**src/rtl/stopwatch_pkg.sv**
```systemverilog
// Shared types and constants for the stopwatch: control states, sel modes,
// 7-segment digit patterns, count limits and BCD helper functions.
package stopwatch_pkg;

  typedef enum logic [1:0] {
    IDLE  = 2'b00,
    RUN   = 2'b01,
    PAUSE = 2'b10,
    DONE  = 2'b11
  } state_t;

  localparam logic [1:0] MODE_UP_ZERO   = 2'b00;
  localparam logic [1:0] MODE_UP_LOAD   = 2'b01;
  localparam logic [1:0] MODE_DOWN_FULL = 2'b10;
  localparam logic [1:0] MODE_DOWN_LOAD = 2'b11;

  localparam logic [15:0] COUNT_MAX = 16'h9999;
  localparam logic [15:0] COUNT_MIN = 16'h0000;

  // Active-low segments, bit 0 = a ... bit 6 = g
  localparam logic [6:0] SEG_0     = 7'b1000000;
  localparam logic [6:0] SEG_1     = 7'b1111001;
  localparam logic [6:0] SEG_2     = 7'b0100100;
  localparam logic [6:0] SEG_3     = 7'b0110000;
  localparam logic [6:0] SEG_4     = 7'b0011001;
  localparam logic [6:0] SEG_5     = 7'b0010010;
  localparam logic [6:0] SEG_6     = 7'b0000010;
  localparam logic [6:0] SEG_7     = 7'b1111000;
  localparam logic [6:0] SEG_8     = 7'b0000000;
  localparam logic [6:0] SEG_9     = 7'b0010000;
  localparam logic [6:0] SEG_BLANK = 7'b1111111;

  function automatic logic [6:0] bcd_to_seg(input logic [3:0] d);
    logic [6:0] s;
    case (d)
      4'd0:    s = SEG_0;
      4'd1:    s = SEG_1;
      4'd2:    s = SEG_2;
      4'd3:    s = SEG_3;
      4'd4:    s = SEG_4;
      4'd5:    s = SEG_5;
      4'd6:    s = SEG_6;
      4'd7:    s = SEG_7;
      4'd8:    s = SEG_8;
      4'd9:    s = SEG_9;
      default: s = SEG_BLANK;
    endcase
    return s;
  endfunction

  function automatic logic [3:0] clamp_bcd(input logic [3:0] d);
    return (d > 4'd9) ? 4'd9 : d;
  endfunction

  function automatic logic [15:0] initial_count(input logic [1:0] sel, input logic [7:0] load);
    logic [15:0] v;
    case (sel)
      MODE_UP_ZERO:   v = COUNT_MIN;
      MODE_DOWN_FULL: v = COUNT_MAX;
      default:        v = {clamp_bcd(load[7:4]), clamp_bcd(load[3:0]), 8'h00};
    endcase
    return v;
  endfunction

  // +/-1 on a four-digit BCD value, rippling carry/borrow through every digit
  function automatic logic [15:0] bcd_step(input logic [15:0] v, input logic up);
    logic [15:0] r;
    logic        carry;
    r     = v;
    carry = 1'b1;
    for (int unsigned i = 0; i < 4; i++) begin
      if (carry) begin
        if (up) begin
          if (r[4*i +: 4] == 4'd9) r[4*i +: 4] = 4'd0;
          else begin
            r[4*i +: 4] = r[4*i +: 4] + 4'd1;
            carry = 1'b0;
          end
        end else begin
          if (r[4*i +: 4] == 4'd0) r[4*i +: 4] = 4'd9;
          else begin
            r[4*i +: 4] = r[4*i +: 4] - 4'd1;
            carry = 1'b0;
          end
        end
      end
    end
    return r;
  endfunction

endpackage

```
**src/rtl/stopwatch_display.sv**
```systemverilog
// Four-digit multiplexed 7-segment driver: refresh counter, digit select and
// BCD decode. Scans D0..D3 continuously, each digit for REFRESH_CYCLES clocks.
module stopwatch_display
  import stopwatch_pkg::*;
#(
  parameter int REFRESH_CYCLES = 100000
) (
  input  logic        clk,
  input  logic        reset,
  input  logic [15:0] count,
  output logic [3:0]  an,
  output logic [6:0]  sseg
);

  localparam logic [31:0] REFRESH_LAST = 32'(REFRESH_CYCLES - 1);

  logic [31:0] refresh;
  logic [1:0]  digit_idx;
  logic [3:0]  digit;

  always_ff @(posedge clk) begin
    if (reset) begin
      refresh   <= '0;
      digit_idx <= '0;
    end else if (refresh == REFRESH_LAST) begin
      refresh   <= '0;
      digit_idx <= digit_idx + 2'd1;
    end else begin
      refresh <= refresh + 32'd1;
    end
  end

  always_comb begin
    digit = count[3:0];
    case (digit_idx)
      2'd0: digit = count[3:0];
      2'd1: digit = count[7:4];
      2'd2: digit = count[11:8];
      2'd3: digit = count[15:12];
      default: digit = count[3:0];
    endcase
  end

  assign an   = ~(4'b0001 << digit_idx);
  assign sseg = bcd_to_seg(digit);

endmodule

```
**src/rtl/stopwatch_main.sv**
```systemverilog
// Stopwatch top: P edge detect, control FSM, 0.01 s prescaler and BCD count.
// Optional STOPWATCH_DEBOUNCE_EN adds a synchronizer + debouncer on P.
module stopwatch_main
  import stopwatch_pkg::*;
#(
  parameter int TICK_CYCLES     = 1000000,
  parameter int REFRESH_CYCLES  = 100000,
  parameter int DEBOUNCE_CYCLES = 1000000
) (
  input  logic       clk,
  input  logic       R,
  input  logic       P,
  input  logic [7:0] load,
  input  logic [1:0] sel,
  output logic [3:0] an,
  output logic [6:0] sseg,
  output logic [1:0] cstateDb
);

  if (TICK_CYCLES < 1 || REFRESH_CYCLES < 1 || DEBOUNCE_CYCLES < 1) begin : g_param_check
    $error("stopwatch_main: cycle parameters must be >= 1");
  end

  localparam logic [31:0] TICK_LAST = 32'(TICK_CYCLES - 1);

  logic        p_in;
  logic        p_prev;
  logic        p_edge;
  state_t      state;
  logic [31:0] presc;
  logic [15:0] count;
  logic [15:0] init;
  logic [15:0] stepped;
  logic [15:0] limit;
  logic        up;
  logic        tick;

`ifdef STOPWATCH_DEBOUNCE_EN
  localparam logic [31:0] DEBOUNCE_LAST = 32'(DEBOUNCE_CYCLES - 1);
  logic [1:0]  p_sync;
  logic        p_stable;
  logic [31:0] db_cnt;

  always_ff @(posedge clk) begin
    if (R) begin
      p_sync   <= '0;
      p_stable <= 1'b0;
      db_cnt   <= '0;
    end else begin
      p_sync <= {p_sync[0], P};
      if (p_sync[1] == p_stable) db_cnt <= '0;
      else if (db_cnt == DEBOUNCE_LAST) begin
        p_stable <= p_sync[1];
        db_cnt   <= '0;
      end else db_cnt <= db_cnt + 32'd1;
    end
  end

  assign p_in = p_stable;
`else
  assign p_in = P;
`endif

  assign p_edge  = p_in & ~p_prev;
  assign init    = initial_count(sel, load);
  assign up      = ~sel[1];
  assign stepped = bcd_step(count, up);
  assign limit   = up ? COUNT_MAX : COUNT_MIN;
  assign tick    = (state == RUN) && (presc == TICK_LAST);

  // Reaching the limit wins over a simultaneous P edge, so RUN goes to DONE, not PAUSE
  always_ff @(posedge clk) begin
    if (R) begin
      state  <= IDLE;
      presc  <= '0;
      p_prev <= 1'b0;
      count  <= init;
    end else begin
      p_prev <= p_in;
      unique case (state)
        IDLE: begin
          count <= init;
          presc <= '0;
          if (p_edge) state <= RUN;
        end
        RUN: begin
          if (tick) begin
            presc <= '0;
            if (count == limit) state <= DONE;
            else begin
              count <= stepped;
              if (stepped == limit) state <= DONE;
              else if (p_edge)      state <= PAUSE;
            end
          end else if (p_edge) begin
            presc <= '0;
            state <= PAUSE;
          end else begin
            presc <= presc + 32'd1;
          end
        end
        PAUSE: begin
          presc <= '0;
          if (p_edge) state <= RUN;
        end
        DONE: presc <= '0;
      endcase
    end
  end

  assign cstateDb = state;

  stopwatch_display #(
    .REFRESH_CYCLES(REFRESH_CYCLES)
  ) u_display (
    .clk  (clk),
    .reset(R),
    .count(count),
    .an   (an),
    .sseg (sseg)
  );

endmodule

```
**config.mk**
```make
export PLATFORM = sky130hd
export DESIGN_NAME = stopwatch_main
export DESIGN_NICKNAME = d
export VERILOG_FILES = /design/src/rtl/stopwatch_pkg.sv /design/src/rtl/stopwatch_display.sv /design/src/rtl/stopwatch_main.sv
export SDC_FILE = /design/constraint.sdc
export NUM_CORES = 1
export LEC_CHECK = 0
export ABC_AREA = 1
export CAP_MARGIN = 20
export CORE_MARGIN = 1.5
export CORE_UTILIZATION = 60
export CTS_BUF_LIST = sky130_fd_sc_hd__clkbuf_16
export CTS_CLUSTER_DIAMETER = 80
export DETAILED_ROUTE_END_ITERATION = 8
export PLACE_DENSITY = 0.79
export SLEW_MARGIN = 20
export SYNTH_ARGS = -nofsm -noshare
export SYNTH_HDL_FRONTEND = slang
export SYNTH_SLANG_ARGS = --single-unit
```
**constraint.sdc**
```tcl
create_clock -name clk -period 3.74 [get_ports clk]
set_input_delay 0.561 -clock clk [delete_from_list [all_inputs] [get_ports clk]]
set_output_delay 0.561 -clock clk [all_outputs]
set_load 0.02 [all_outputs]
```
# [After elaboration in Yosys (flattened, before gate mapping)]
# Memory sizes are Yosys's and may differ from the RTL's.
# Index checks and enable logic that the tools add are counted.
[classes] bitwise_logic=3 magnitude_cmp=2 shift=1 n_addsub=11 eq_ne=18 n_reduce_logical=15 n_mux=44
[ops] operator="$mux W4" n=17
[ops] operator="$add A32 B1 Y32 const B" n=2
[ops] operator="$mux W16" n=4
[ops] operator="$mux W32" n=2
[ops] operator="$pmux W16 S2" n=2
[ops] operator="$pmux W32 S2" n=1
[ops] operator="$eq A16 B16 Y1" n=2
[ops] operator="$eq A32 B17 Y1 const B" n=1
[ops] operator="$eq A32 B20 Y1 const B" n=1
[ops] operator="$add A4 B1 Y4 const B" n=4
[ops] operator="$eq A4 B4 Y1 const B" n=4
[ops] operator="$logic_not A4 Y1" n=4
[ops] operator="$pmux W4 S4" n=1
[ops] operator="$sub A4 B1 Y4 const B" n=4
[ops] operator="$mux W1" n=11
[ops] operator="$eq A2 B2 Y1 const B" n=5
[ops] operator="$mux W2" n=5
[ops] operator="$gt A4 B4 Y1 const B" n=2
[ops] operator="$logic_not A2 Y1" n=3
[ops] operator="$ne A3 B3 Y1 const B" n=2
[ops] operator="$eq A2 B1 Y1 const B" n=2
[ops] operator="$not A4 Y4" n=1
[ops] operator="$pmux W2 S2" n=1
[ops] operator="$reduce_or A2 Y1" n=2
[ops] operator="11 further kinds" n=11
[totals] reg_bits=85 inputBits=13 memories=1 output_inout_bits=13 mem_bits_ro=112 elab_cells=101
[mem_list] memory="(no name shown)" words=16 width=7 read_ports=1 rd_ports_with_merged_regs=0 wr=0 line="stopwatch_pkg.sv:35" rtl="case (d)"

# [Logic depth before layout (Yosys ltp)]
[logic_depth] word_depth=11 depth_mapped=17

# [By module]
# From an unflattened synthesis, not the netlist that was laid out.
[hier_totals] hier_cells=909 area_unflattened_um2=5952.0
[modules_own_cells] module="stopwatch_main" n_inst=1 seq_area_each_um2=1181.1 area_per_inst_um2=3518.4 cells_per_inst=522
[modules_own_cells] module="stopwatch_display" n_inst=1 seq_area_each_um2=680.7 area_per_inst_um2=2433.6 cells_per_inst=387

# [Least setup slack after synthesis]
# OpenSTA, ideal clock, no wires.
[synth_timing] path_type="reg2reg" from="reg presc[0]" to="reg count[0] (enable)" path_stages_with_launch=7 period_less_slack_ns=3.095 t_arrival_ns=2.680 setup_slack_ns=0.645 required_ns=3.326 path_cell_list="dfxtp_1 ha_1 nand3_1 or3_1 nor4_1 nor3_1 a211oi_1"
[synth_via] elab_chain_len=4
[synth_rtl] element="start: declaration" line="stopwatch_main.sv:30" rtl="logic [31:0] presc;"
[synth_rtl] element="start signal: assignment" line="stopwatch_main.sv:99" rtl="presc <= presc + 32'd1;"
[synth_rtl] element="$eq A32 B20 Y1" line="stopwatch_main.sv:69" rtl="assign tick = (state == RUN) && (presc == TICK_LAST);"
[synth_rtl] element="$logic_and A1 B1 Y1" line="stopwatch_main.sv:69"
[synth_rtl] element="$ne A3 B3 Y1 (no line)"
[synth_rtl] element="$reduce_and A3 Y1 (no line)"
[synth_rtl] element="end signal: assignment" line="stopwatch_main.sv:77" rtl="count <= init;"
[synth_rtl] element="end signal: assignment" line="stopwatch_main.sv:82" rtl="count <= init;"
[synth_rtl] element="end signal: assignment" line="stopwatch_main.sv:91" rtl="count <= stepped;"
[synth_rtl] element="end: declaration" line="stopwatch_main.sv:31" rtl="logic [15:0] count;"
# No other way between the ends.
# A chain may end at the register's enable or synchronous reset.

# [Final worst setup path]
[layout_timing] from="reg u_display.digit_idx[0]" to="out sseg[0]"
[layout_via] elab_chain_len=3
[layout_rtl] element="start: declaration" line="stopwatch_display.sv:18" rtl="logic [1:0] digit_idx;"
[layout_rtl] element="start signal: assignment" line="stopwatch_display.sv:27" rtl="digit_idx <= digit_idx + 2'd1;"
[layout_rtl] element="$eq A2 B2 Y1, or another cell as far along" line="stopwatch_display.sv:35" rtl="case (digit_idx)"
[layout_rtl] element="$pmux W4 S4 *" line="stopwatch_display.sv:35"
[layout_rtl] element="$mem_v2 Z16 W7 *"
[layout_rtl] element="end: declaration" line="stopwatch_main.sv:16" rtl="output logic [6:0] sseg,"
# Mark *: on every way between the ends. The rest lies on a longest branch, timed or not.

==> results.md <==
- The flow ran to the end, and the final reports show no timing, DRC or antenna violations.
- The total iterations of the first detailed-routing run is 5.
- For this design, the sink count on the clock tree is between 80 and 90.
- The worst-margin pin slew is 568 ps.
- The share of synthesized area in the top cell type comes to 0.253.
- The die covers between 0.009 and 0.01 mm².
- The maximum clock path buffer count is 2.
- The tree is rooted in a sky130_fd_sc_hd__clkbuf_16.
- The largest fanout on the critical path is 7.
- TritonCTS built the clock tree.
- Buffers inserted during clock tree synthesis total 9.
- The path class of the lowest-slack min-delay path is flop to flop.
- In the final layout, the share of cells above drive strength 1 is 0.0696.
- For met3 alone, demand over resource in global routing was 0.0279.
- The number of rows in the core area is 34.
- The kind of end point of the critical path is a primary output.
- The worst ir drop on vdd is 0.321 mV.
- The met2 usage is 0.455.
- Dividing total power by cell area gives a power density of roughly 380 mW/mm².
- The final setup violation count is 0.
- On the final layout, the worst clock skew is between 9 and 10 ps.
- The later pin in the worst-skew pair is clocked with a latency of approximately 330 ps.
- The per-cell via count in the routed design is about 5.6.
- The count of input and output buffers is 25.
- The synthesized instance count is 806.
- The library cells used most frequently in the layout, excluding fill and tap cells, are sky130_fd_sc_hd__nand2_1, sky130_fd_sc_hd__nor2_1, sky130_fd_sc_hd__inv_1, sky130_fd_sc_hd__dfxtp_1, sky130_fd_sc_hd__nand3_1.
- After clock tree synthesis, the clock-pin slew on the worst setup and hold paths is 60 ps.
- The detailed-route wire length per cell is between 10 and 15 µm.
- In this run, synthesis produced a sequential element count of between 80 and 90.
- The number of standard cells in the layout, taps in and fillers out is 941.
- Once detail routing completed, the nets flagged for antenna violations numbered 0.
- The via count of the first global-routing pass is 4990.
- In the routed design, unresolved DRC markers number 0.
- The routability-driven placement congestion ratio is roughly 0.92.
- The worst-case headroom to the max-slew limit is 0.619.
- The setup path with the least slack is of type flop to primary output.
- For this run, the number of Yosys warnings is 0.
- The chip width is roughly 98 µm.
- The final clock period utilization by the worst path is 0.907.
- 26 I/O pins were placed.
- The area growth from synthesis to layout is 11.0%.
- The net total in the final layout is roughly 850.
- The total wire length after detailed routing is 12.6 mm.
- Summing all multi-input logic gate instances after layout gives a little over 0.003 mm².
- The number of max-capacitance violations reported is 0.
- The busiest metal layer after global routing is met2.
- The largest area contributor in the synthesized netlist is sky130_fd_sc_hd__dfxtp_1.
- In this run, distinct cell masters in the synthesized netlist total just under 50.
- The most frequently used flop master after synthesis is sky130_fd_sc_hd__dfxtp_1.
- In this run the vertical extent of the chip is 98.4 µm.
- Adding up every negative setup slack in the final design gives 0 ps.
- Detailed placement finished with a half-perimeter wire length of about 9.5 mm.
- Setup repair after global routing left no endpoint under its margin.
- The number of nets in the synthesized netlist is slightly above 800.
- For this run, global-route usage on met1 was measured as 0.355.
- The number of failing hold endpoints at the final stage was 0.
- The leakage dissipation is 2.40 nW.
- Including well taps, the total number of placed cells is slightly above 900.
- After synthesis, the share of flip-flops with an asynchronous set or reset is 0.
- The share of synthesized area occupied by flip-flops and latches is 0.341.
- The netlist area before placement is ~0.0055 mm².
- The area of the core is 0.00876 mm².
- The maximum operating frequency is between 0.2 and 0.3 GHz.
- The starting density of the core is 0.623.
- The synthesized design contains 16 enable-type register cells.
- Yosys attributes the largest share of cell area to sky130_fd_sc_hd__dfxtp_1, sky130_fd_sc_hd__nand2_1, sky130_fd_sc_hd__edfxtp_1, sky130_fd_sc_hd__nor2_1, sky130_fd_sc_hd__inv_1.
- In this run the number of H-tree levels came out at 3.
- The worst endpoint required time is 3180 ps.
- The initial antenna violation count is 0.
- The count of filler cells inserted in the layout is 776.
- The worst setup path is launched from a flop.
- The number of vias after detailed routing is ~5300.
- The number of violations reported at the end of detailed-routing iteration 0 is approximately 290.
- The synthesized area divided by synthesized cell count is 6.77 µm².
- 0 antenna diodes ended up in the layout.
- The count of pins over their slew limit was 0.
- The largest net degree at the start of global routing is 31.
- The minimum clock period is approximately 3400 ps.
- The global routing usage summed across all routing layers is 0.271.
- Post-CTS timing repair inserted 0 buffers for setup.
- The first global-routing pass estimated around 22 mm of wire.
- The total overflow reported by the global router is 0.
- The library cell used most frequently in the layout, excluding fill and tap cells, is sky130_fd_sc_hd__nand2_1.
- The arrival time of the worst setup path is between 2000 and 3000 ps.
- The sequential cell area in the final layout is between 0.0015 and 0.002 mm².
[where the power goes]
group | internal, mW | switching (mW)
Sequential | 0.970 | 0.0517
Clock | 0.445 | 0.350
Combinational | 0.169 | 0.308
Total | 1.58 | 0.710
[path summary, 6_finish.rpt]
path,start,to,slack [ps],depth (start not counted)
hold / removal,u_display.refresh[0],u_display.refresh[0],450,1
setup reg to reg,presc[0],count[2],1370,7
setup / recovery,u_display.digit_idx[0],sseg[0],350,10
hold reg to reg,u_display.refresh[0],u_display.refresh[0],450,1
[final cells by class]
| type | count | share of cell area |
|---|---|---|
| well taps | 108 | 0.0223 |
| clock buffers | 9 | 0.0372 |
| repair buffers | 29 | 0.0463 |
| multi-input cells | 597 | 0.514 |
| clock inverters | 7 | 0.00702 |
| inverters | 106 | 0.0657 |
| flip-flops and latches | 85 | 0.307 |
[cells by family (layout without fill, tap and decap cells)]
family | count (synthesis) | after routing | share of synthesized area
adders and majority gates | 12 | 12 | 0.0275
DFF | 85 | 85 | 0.341
xor gates and xnor gates | 23 | 23 | 0.0369
buffers and inverters | 124 | 151 | 0.0901
and+or+nand+nor | 455 | 455 | 0.395
AOI/OAI and AO/OA | 107 | 107 | 0.109
[routing by layer]
metal,vias to the layer above,wire (µm),part of all wire
met5,-,0,0
met4,0,272,0.022
met3,22,651,0.052
met2,147,5960,0.47
met1,2391,5720,0.45
li1,2730,-,-
[critical path: stages (launching register included)]
cell	delay (ps)
sky130_fd_sc_hd__dfxtp_1	360
sky130_fd_sc_hd__inv_1	110
sky130_fd_sc_hd__ha_1	220
sky130_fd_sc_hd__inv_1	150
sky130_fd_sc_hd__o21ai_0	110
sky130_fd_sc_hd__o22ai_1	300
sky130_fd_sc_hd__inv_1	140
sky130_fd_sc_hd__ha_1	190
sky130_fd_sc_hd__o21ai_0	240
sky130_fd_sc_hd__o21ai_0	130
sky130_fd_sc_hd__clkdlybuf4s50_1	540
[synth_stat cells (2+ instances only)]
master and number:
sky130_fd_sc_hd__nand2_1 164, sky130_fd_sc_hd__nand3_2 2, sky130_fd_sc_hd__a21oi_1 29, sky130_fd_sc_hd__nor3_1 38, sky130_fd_sc_hd__o21a_1 4, sky130_fd_sc_hd__o22ai_1 10, sky130_fd_sc_hd__buf_1 2, sky130_fd_sc_hd__nand3_4 2
sky130_fd_sc_hd__a31oi_1 6, sky130_fd_sc_hd__nor3_2 3, sky130_fd_sc_hd__buf_4 2, sky130_fd_sc_hd__a211oi_1 3, sky130_fd_sc_hd__nand2_2 6, sky130_fd_sc_hd__nor3b_1 7, sky130_fd_sc_hd__nand2_4 2, sky130_fd_sc_hd__ha_1 12
sky130_fd_sc_hd__clkbuf_1 4, sky130_fd_sc_hd__edfxtp_1 16, sky130_fd_sc_hd__nand3_1 63, sky130_fd_sc_hd__dfxtp_1 69, sky130_fd_sc_hd__inv_2 6, sky130_fd_sc_hd__inv_1 99, sky130_fd_sc_hd__nand4_1 26, sky130_fd_sc_hd__nor2_4 4
sky130_fd_sc_hd__xnor2_1 8, sky130_fd_sc_hd__o21ai_0 47, sky130_fd_sc_hd__buf_2 9, sky130_fd_sc_hd__nor2_1 110, sky130_fd_sc_hd__xor2_1 15, sky130_fd_sc_hd__and3_1 2, sky130_fd_sc_hd__nor4_1 12, sky130_fd_sc_hd__or2_2 2
sky130_fd_sc_hd__nor2_2 6
[stage by stage]
stage | hold slack, ps | util | cell area (µm²) | setup slack [ps] | power, mW
2_1_floorplan | 418 | - | 5460 | 645 | 1.37
3_3_place_gp | 427 | 0.660 | 5780 | 691 | 1.50
3_5_place_dp | 440 | 0.660 | 5780 | 630 | 1.51
4_1_cts | 449 | 0.690 | 6050 | 270 | 2.30
5_1_grt | 471 | 0.691 | 6060 | 28.2 | 2.41
6_report | 449 | 0.691 | 6060 | 347 | 2.29
[sequential cells by signal, summed over array words and instances, names as in the netlist]
name,flops
count,16
u_display.refresh,32
u_display.digit_idx,2
cstateDb,2
presc,32
p_prev,1
[timing repair]
item	CTS	global route
resized for setup	0	2
hold buffers	0	0
setup endpoints to repair	0	2
(Power assumes the default switching activity.)
